### config.mk
export PLATFORM = sky130hd
export DESIGN_NAME = ram_dxw_rw_arb
export DESIGN_NICKNAME = d
export VERILOG_FILES = /design/src/rtl/ram_dxw_rw_arb_pkg.sv /design/src/rtl/ram_dxw_rw_arb_rr_arbiter.sv /design/src/rtl/ram_dxw_rw_arb.sv
export SDC_FILE = /design/constraint.sdc
export NUM_CORES = 1
export LEC_CHECK = 0
export ABC_CLOCK_PERIOD_IN_PS = 2700
export BUFFER_PORTS_ARGS = -buffer_cell sky130_fd_sc_hd__buf_2
export CAP_MARGIN = 15
export CORE_MARGIN = 2
export CORE_UTILIZATION = 25
export CTS_CLUSTER_SIZE = 20
export DETAILED_ROUTE_END_ITERATION = 16
export SETUP_SLACK_MARGIN = 0.1
export SYNTH_ARGS = -nofsm -noshare
export SYNTH_HDL_FRONTEND = slang
export SYNTH_SLANG_ARGS = --single-unit
### constraint.sdc
create_clock -name clock -period 2.7 [get_ports clock]
set_input_delay 0.135 -clock clock [delete_from_list [all_inputs] [get_ports clock]]
set_output_delay 0.135 -clock clock [all_outputs]
set_load 0.01 [all_outputs]
### src/rtl/ram_dxw_rw_arb_pkg.sv
// Shared types and helpers for the round-robin RAM port arbiter.
package ram_arb_pkg;

  localparam int NREQ_MAX = 8;

  typedef enum logic [0:0] {
    ST_INIT = 1'b0,
    ST_RUN  = 1'b1
  } arb_state_e;

  // Address width for a power-of-two RAM depth.
  function automatic int abits_f(input int depth);
    return $clog2(depth);
  endfunction

endpackage

### src/rtl/ram_dxw_rw_arb_rr_arbiter.sv
// Round-robin arbiter: one-hot grant searched from a rotating pointer.
// The pointer moves past the winner only when advance is asserted.
module rr_arbiter #(
  parameter int N = 3
) (
  input  logic         clock,
  input  logic         reset_n,
  input  logic [N-1:0] req,
  input  logic         advance,
  output logic [N-1:0] grant
);

  localparam int PW = (N > 1) ? $clog2(N) : 1;

  logic [PW-1:0] r_ptr;
  logic [PW-1:0] w_gidx;
  logic          w_found;

  // Pick the first requester at or after the pointer, wrapping modulo N.
  always_comb begin
    int idx;
    grant   = '0;
    w_gidx  = '0;
    w_found = 1'b0;
    for (int k = 0; k < N; k++) begin
      idx = int'(r_ptr) + k;
      if (idx >= N) idx = idx - N;
      if (!w_found && req[idx]) begin
        grant[idx] = 1'b1;
        w_gidx     = PW'(idx);
        w_found    = 1'b1;
      end
    end
  end

  // Rotate the pointer to one past the winner on a transfer; hold otherwise.
  always_ff @(posedge clock or negedge reset_n) begin
    if (!reset_n) begin
      r_ptr <= '0;
    end else if (advance && w_found) begin
      r_ptr <= (w_gidx == PW'(N - 1)) ? '0 : w_gidx + 1'b1;
    end
  end

endmodule

### src/rtl/ram_dxw_rw_arb.sv
// Shares one RAM read/write port between NREQ requesters with round-robin
// arbitration. After reset the whole RAM is cleared to INIT_VALUE before
// any request is accepted.
//
//   state   | meaning
//   --------+-----------------------------------------------------------
//   ST_INIT | writing INIT_VALUE to address r_init_cnt, one word/cycle
//   ST_RUN  | arbitrating requesters onto the RAM port
module ram_dxw_rw_arb
  import ram_arb_pkg::*;
#(
  parameter int                DEPTH         = 256,
  parameter int                WIDTH         = 8,
  parameter int                NREQ          = 3,
  parameter bit                INIT_ON_RESET = 1'b1,
  parameter logic [WIDTH-1:0]  INIT_VALUE    = '0,
  localparam int               ABITS         = abits_f(DEPTH)
) (
  input  logic                    clock,
  input  logic                    reset_n,
  input  logic [NREQ-1:0]         req_valid,
  output logic [NREQ-1:0]         req_ready,
  input  logic [NREQ-1:0]         req_wr,
  input  logic [NREQ*ABITS-1:0]   req_addr,
  input  logic [NREQ*WIDTH-1:0]   req_wdata,
  output logic [NREQ-1:0]         rsp_valid,
  output logic [WIDTH-1:0]        rsp_rdata,
  output logic                    init_done,
  output logic [ABITS-1:0]        ram_address,
  output logic                    ram_wren,
  output logic [WIDTH-1:0]        ram_data,
  input  logic [WIDTH-1:0]        ram_q
);

  arb_state_e        r_state;
  logic [ABITS-1:0]  r_init_cnt;
  logic [NREQ-1:0]   r_rsp_valid;
  logic [ABITS-1:0]  r_hold_addr;
  logic [WIDTH-1:0]  r_hold_data;

  logic              w_run;
  logic [NREQ-1:0]   w_arb_req;
  logic [NREQ-1:0]   w_grant;
  logic              w_sel_wr;
  logic [ABITS-1:0]  w_sel_addr;
  logic [WIDTH-1:0]  w_sel_data;

  // Gating with reset_n keeps every output quiet while reset is held,
  // even when the reset state is ST_RUN.
  assign w_run     = reset_n && (r_state == ST_RUN);
  assign w_arb_req = req_valid & {NREQ{w_run}};
  assign req_ready = w_grant;
  assign init_done = w_run;
  assign rsp_valid = r_rsp_valid;
  assign rsp_rdata = ram_q;

  rr_arbiter #(.N(NREQ)) u_arb (
    .clock   (clock),
    .reset_n (reset_n),
    .req     (w_arb_req),
    .advance (|w_arb_req),
    .grant   (w_grant)
  );

  // Select the granted requester's command fields.
  always_comb begin
    w_sel_wr   = 1'b0;
    w_sel_addr = '0;
    w_sel_data = '0;
    for (int i = 0; i < NREQ; i++) begin
      if (w_grant[i]) begin
        w_sel_wr   = req_wr[i];
        w_sel_addr = req_addr[i*ABITS +: ABITS];
        w_sel_data = req_wdata[i*WIDTH +: WIDTH];
      end
    end
  end

  // Drive the RAM port: clear sequence, granted access, or idle hold.
  always_comb begin
    if (r_state == ST_INIT) begin
      ram_wren    = reset_n;
      ram_address = r_init_cnt;
      ram_data    = INIT_VALUE;
    end else if (|w_grant) begin
      ram_wren    = w_sel_wr;
      ram_address = w_sel_addr;
      ram_data    = w_sel_data;
    end else begin
      ram_wren    = 1'b0;
      ram_address = r_hold_addr;
      ram_data    = r_hold_data;
    end
  end

  // Clear-sequence FSM: one word per cycle, then hand over to arbitration.
  always_ff @(posedge clock or negedge reset_n) begin
    if (!reset_n) begin
      r_state    <= INIT_ON_RESET ? ST_INIT : ST_RUN;
      r_init_cnt <= '0;
    end else if (r_state == ST_INIT) begin
      r_init_cnt <= r_init_cnt + 1'b1;
      if (r_init_cnt == ABITS'(DEPTH - 1)) r_state <= ST_RUN;
    end
  end

  // Read response fires one cycle after an accepted read (RAM latency).
  always_ff @(posedge clock or negedge reset_n) begin
    if (!reset_n) r_rsp_valid <= '0;
    else          r_rsp_valid <= w_grant & ~req_wr;
  end

  // Remember the last driven address/data so an idle port does not toggle.
  always_ff @(posedge clock or negedge reset_n) begin
    if (!reset_n) begin
      r_hold_addr <= '0;
      r_hold_data <= '0;
    end else begin
      r_hold_addr <= ram_address;
      r_hold_data <= ram_data;
    end
  end

endmodule

== Word level (Yosys, flattened, before mapping) ==
Cells that the tools add are included.

* Register bits: 30
* Bits of input ports: 64
* Output and inout port bits: 32

* Add/subtract/negate cells: 7
* Order comparisons: 9
* Equality and inequality tests: 2
* Mux-type cells: 45
* Bitwise operators: 5
* Reductions and logical operators: 11

{| class="wikitable"
|+ Operators by type and width
! kind !! count
|-
| $ge 32x1->1 const B || 3
|-
| $lt 32x4->1 const B || 3
|-
| $mux 32 || 3
|-
| $mux 8 || 10
|-
| $ge 32x3->1 const B || 2
|-
| $sub 32x3->32 const B || 2
|-
| $mux 1 || 19
|-
| $mux 3 || 3
|-
| $add 8x1->8 const B || 1
|-
| $eq 8x8->1 const B || 1
|-
| $mux 2 || 4
|-
| $logic_and 1x1->1 || 7
|-
| $and 3x3->3 || 2
|-
| $bmux 1 s2 || 3
|-
| $demux 1 s2 || 3
|-
| $or 3x3->3 || 2
|-
| $reduce_or 3->1 || 2
|-
| $add 2x1->3 const B || 1
|-
| $add 2x2->3 const B || 1
|-
| $not 3->3 || 1
|-
| $sub 2x2->3 const B || 1
|-
| $add 2x1->2 const B || 1
|-
| $eq 2x2->1 const B || 1
|-
| $ge 2x2->1 const B || 1
|-
| $logic_not 1->1 || 2
|}

== Depth between registers and ports, before layout ==
* Depth after elaboration: 17
* Mapped depth: 12
* Depth with buffers taken out: 9

== Hierarchy ==
From an unflattened synthesis, not the netlist that was laid out.

* Cell total of the unflattened synthesis: 192
* Area, all modules: 1888.1 sq um

{| class="wikitable"
|+ By module, submodules not included
! module !! instances !! cells an instance !! area an instance (sq um) !! seq. area each (sq um)
|-
| ram_dxw_rw_arb || 1 || 149 || 1505.2 || 700.7
|-
| rr_arbiter || 1 || 43 || 382.9 || 50.0
|}

== Worst setup path before layout ==
No wires, ideal clock.

* Path type: register -> register
* Start point: reg u_arb.r_ptr[0]
* End point: reg r_hold_addr[0]
* Setup time: 137 ps
* Data arrival time: 2444 ps
* Required time: 2563 ps
* Path slack: 120 ps
* Stages on the path, launching flop included: 12
* Cell sequence: dfrtp_1 -> inv_1 -> ha_1 -> nand3b_4 -> o22a_1 -> and4_4 -> buf_6 -> nor2_8 -> inv_4 -> buf_6 -> o311a_1 -> o221ai_1

* Elaborated cells on any way between the ends: 52
* Those cells by class: add/sub: 5; order compare: 9; mux: 28; bitwise: 2; reduce/logical: 8

{| class="wikitable"
|+ RTL lines
! element !! line !! RTL
|-
| start: declaration || ram_dxw_rw_arb_rr_arbiter.sv:15 || <nowiki>logic [PW-1:0] r_ptr;</nowiki>
|-
| start signal: assignment || ram_dxw_rw_arb_rr_arbiter.sv:41 || <nowiki>r_ptr <= (w_gidx == PW'(N - 1)) ? '0 : w_gidx + 1'b1;</nowiki>
|-
| branches (longest 11 deep; another with $sub 32x3->32) || -- ||
|-
| $mux 3 * || ram_dxw_rw_arb_rr_arbiter.sv:28 || <nowiki>if (!w_found && req[idx]) begin</nowiki>
|-
| net req_ready[1] || ram_dxw_rw_arb.sv:22 || <nowiki>output logic [NREQ-1:0] req_ready,</nowiki>
|-
| $mux 8 (2 in a row) || ram_dxw_rw_arb.sv:71 || <nowiki>if (w_grant[i]) begin</nowiki>
|-
| $mux 8 * || ram_dxw_rw_arb.sv:85 || <nowiki>end else if (|w_grant) begin</nowiki>
|-
| $mux 8 * || ram_dxw_rw_arb.sv:81 || <nowiki>if (r_state == ST_INIT) begin</nowiki>
|-
| net ram_address[0] || ram_dxw_rw_arb.sv:29 || <nowiki>output logic [ABITS-1:0] ram_address,</nowiki>
|-
| end signal: assignment || ram_dxw_rw_arb.sv:119 || <nowiki>r_hold_addr <= ram_address;</nowiki>
|-
| end: declaration || ram_dxw_rw_arb.sv:38 || <nowiki>logic [ABITS-1:0] r_hold_addr;</nowiki>
|}

Mark *: on every way through the listed nets, which the timed path passes. The select of a mux whose other input is x is not followed.
A chain may end at the register's enable or synchronous reset.

== Worst setup path after layout ==
* Start point: reg u_arb.r_ptr[1]
* End point: out ram_data[4]

* Longest elaborated chain between the ends: 17
* Elaborated cells on any way between the ends: 52
* Those cells by class: add/sub: 5; order compare: 9; mux: 28; bitwise: 2; reduce/logical: 8

{| class="wikitable"
|+ RTL lines
! element !! line !! RTL
|-
| branches (longest 11 deep; another with $sub 32x3->32) || -- ||
|-
| $mux 3 * || ram_dxw_rw_arb_rr_arbiter.sv:28 ||
|-
| $mux 8 (3 in a row) || ram_dxw_rw_arb.sv:71 ||
|-
| $mux 8 * || ram_dxw_rw_arb.sv:85 ||
|-
| $mux 8 * || ram_dxw_rw_arb.sv:81 ||
|-
| end: declaration || ram_dxw_rw_arb.sv:31 || <nowiki>output logic [WIDTH-1:0] ram_data,</nowiki>
|}

Every way passes the cells marked *. The select of a mux whose other input is x is not followed.

==> qor.csv <==
metric;value;unit
grt_setup_unrepaired;true;
routedWlPerCell;15.1;µm
clk_pin_slew;0.07;ns
final_core_utilization;38.6;%
htree_levels;2;
postSynthNetCount;288;
grt_pass1_vias;2022;
max_stage_delay;0.44;ns
hpwl;4540;µm
grt_pass1_wl;9540;µm
comb_power_share;8.2;%
start_util;25.9;%
syn_area;0.00213;mm²
vias;2119;
fp.dieW;96.3;µm
num_antenna_cells;0;
clk_latency;0.28;ns
maxCapViolations;0;
cts_tree;done;
intPower;763;µW
grt_remaining_overflow;0;
power;972;µW
mostFrequentLayoutCell;buf_2;
viasPerCell;4.87;
endpoint_kind;output pin;
fp.coreArea;0.00822;mm²
holdCritPathClass;input pin to flop;
fin_ws;-0.124;ns
drive_gt1_share;49.1;%
crit_type;flop to output pin;
slowest_stage;dfrtp_1;
grt.total_usage;13.1;%
clockPowerShare;45.6;%
die_h;96.3;µm
seqPwrFrac;46.2;%
wirelength;6580;µm
cp_data_required_time;2.57;ns
cts_buffers;5;
drt_iter0_drc;171;
syn2layout_area_growth;48.9;%
drc;0;
clockBufferDepth;2;
drt-pass1-iter-count;4;
crit_buf_inv;4;
slew_headroom;73.4;%
synth.distinct_cells;46;
powerDensity;307;mW/mm²
period_share;105;%
arrival;2.69;ns
ios;96;
ant_nets;0;
switchingPower;209;µW
synth.yosys.seq_area_share;35.3;%
cts_root_buf;clkbuf_8;
setup_viol;16;
swShare;21.5;%
ys.flop_type;dfrtp_1;
tightest_slew;0.399;ns
final_cell_mix;buf_2, buf_4, dfrtp_1;
crit_fanout;37;
antenna_found_initial;0;
skew;0.00332;ns
fin_nets;398;
synth_area_per_cell;9.72;µm²
finalHoldViolations;0;
leakagePower;0.00160;µW
outcome;finished with violations;
ys_async_sr_fraction;100;%
critical_path.top_delay_family;buffers and inverters;
rows;33;
yosysWarnings;0;
synthCells;219;
cp_cell_sequence;inv_2, ha_4, mux2i_4, buf_4, nor2_1, mux2i_1, o31a_1, buf_12, nand3_4, o221a_1, buf_2;
fillCellCount;813;
grt_max_degree;38;
die-area;0.00927;mm²
violations;setup timing;
synth_seq_cells;30;
synth_edf_count;0;
start_kind;flop;
period_needed;2.82;ns
fmax;354;MHz
place_congestion;0.882;
ir_drop;0.000251;V
drv_slew;0;
portBuffers;79;
clock_sinks;30;
==> power groups by stage <==
stage | clock, µW | combinational [µW] | sequential, µW
after floorplan | 0 | 23.6 | 458
after global placement | 0 | 71.1 | 458
after detailed placement | 0 | 70.2 | 458
after CTS | 453 | 78.2 | 449
after global routing | 481 | 85.9 | 449
final | 443 | 79.7 | 449
==> synthesized netlist by cell type (2+ instances only) <==
| library cell | count | area, µm² |
|---|---|---|
| and3_1 | 4 | 25.0 |
| buf_2 | 3 | 15.0 |
| buf_4 | 12 | 90.1 |
| buf_6 | 4 | 45.0 |
| clkbuf_1 | 3 | 11.3 |
| dfrtp_1 | 30 | 751 |
| ha_1 | 5 | 62.6 |
| inv_1 | 13 | 48.8 |
| mux2i_1 | 5 | 50.1 |
| nand2_1 | 13 | 48.8 |
| nand2b_1 | 12 | 75.1 |
| nand3_1 | 5 | 25.0 |
| nand3b_1 | 2 | 15.0 |
| nand4b_1 | 2 | 17.5 |
| nor2_1 | 15 | 56.3 |
| nor2b_1 | 10 | 62.6 |
| o21ai_0 | 9 | 45.0 |
| o21bai_1 | 8 | 60.1 |
| o221a_1 | 8 | 90.1 |
| o221ai_1 | 8 | 70.1 |
| o22ai_1 | 2 | 12.5 |
| o311a_1 | 16 | 160 |
| o31a_1 | 2 | 17.5 |
| xnor2_1 | 5 | 43.8 |
| xor2_1 | 2 | 17.5 |
==> kinds of logic (layout without fill, tap and decap cells) <==
group	Yosys count	count (layout)	share of synthesized area, %
AND/OR/NAND/NOR	70	71	19.4
AO/OA/AOI/OAI	63	63	25.3
buffers and inverters	37	147	10.3
flip-flops	30	30	35.3
XOR/XNOR	7	7	2.88
multiplexers	7	7	3.94
adder cells (fa/ha/maj)	5	5	2.94
==> metal layers <==
metal | GRT usage (%) | up-vias | part of all wire (%)
li1 | - | 1024 | -
met1 | 17.7 | 1026 | 45
met2 | 21.2 | 63 | 48
met3 | 2.74 | 6 | 5.9
met4 | 3.29 | 0 | 0.91
met5 | 0 | - | 0
==> stage by stage <==
stage	setup slack [ns]	area (µm²)	hold slack [ns]	setup TNS [ns]	cells
global route	-0.221	3170	0.0191	-2.78	435
finish	-0.124	3170	0.0271	-1.18	435
floorplan	0.120	2130	-0.161	0	219
CTS	-0.101	3050	0.00776	-1.28	422
detailed placement	-0.0194	2610	0.196	-0.0886	393
global placement	0.0243	2610	0.201	0	393
==> layout make-up <==
class / count / area [µm²] / share of cell area [%]
multi-input cells: 153 / 1320 / 41.7
repair buffers: 124 / 795 / 25.1
flip-flops and latches: 30 / 751 / 23.7
well taps: 105 / 131 / 4.14
clock buffers: 5 / 68.8 / 2.17
inverters: 15 / 63.8 / 2.01
clock inverters: 3 / 40.0 / 1.26
==> path summary, 6_finish.rpt <==
| path | start | endpoint | slack, ns | cells after the start |
|---|---|---|---|---|
| min | req_wr[1] | rsp_valid[1]$_DFF_PN0_ | 0.03 | 2 |
| min in group asynchronous | reset_n | r_hold_addr[0]$_DFF_PN0_ | 0.49 | 3 |
| max in group asynchronous | reset_n | r_hold_data[2]$_DFF_PN0_ | 1.93 | 3 |
| max | u_arb.r_ptr[1]$_DFFE_PN0P_ | ram_data[4] | -0.12 | 11 |
| min reg2reg | r_init_cnt[5]$_DFFE_PN0N_ | r_init_cnt[5]$_DFFE_PN0N_ | 0.51 | 1 |
| max reg2reg | u_arb.r_ptr[1]$_DFFE_PN0P_ | r_hold_data[4]$_DFF_PN0_ | 0.08 | 12 |
==> flip-flops by register name (all words and copies together) (netlist names) <==
| register | count |
|---|---|
| r_hold_addr | 8 |
| r_hold_data | 8 |
| r_init_cnt | 8 |
| r_state | 1 |
| rsp_valid | 3 |
| u_arb.r_ptr | 2 |
==> repair_timing <==
| action | in CTS | in global routing |
|---|---|---|
| setup buffers | 18 | 14 |
| setup endpoints to repair | 17 | 18 |
| hold buffers | 1 | 0 |
| gates cloned | 2 | 0 |
| resized for setup | 29 | 10 |
| pin swaps | 24 | 12 |
| hold endpoints to repair | 30 | 0 |
No activity file was read; power rests on OpenSTA's default activity.
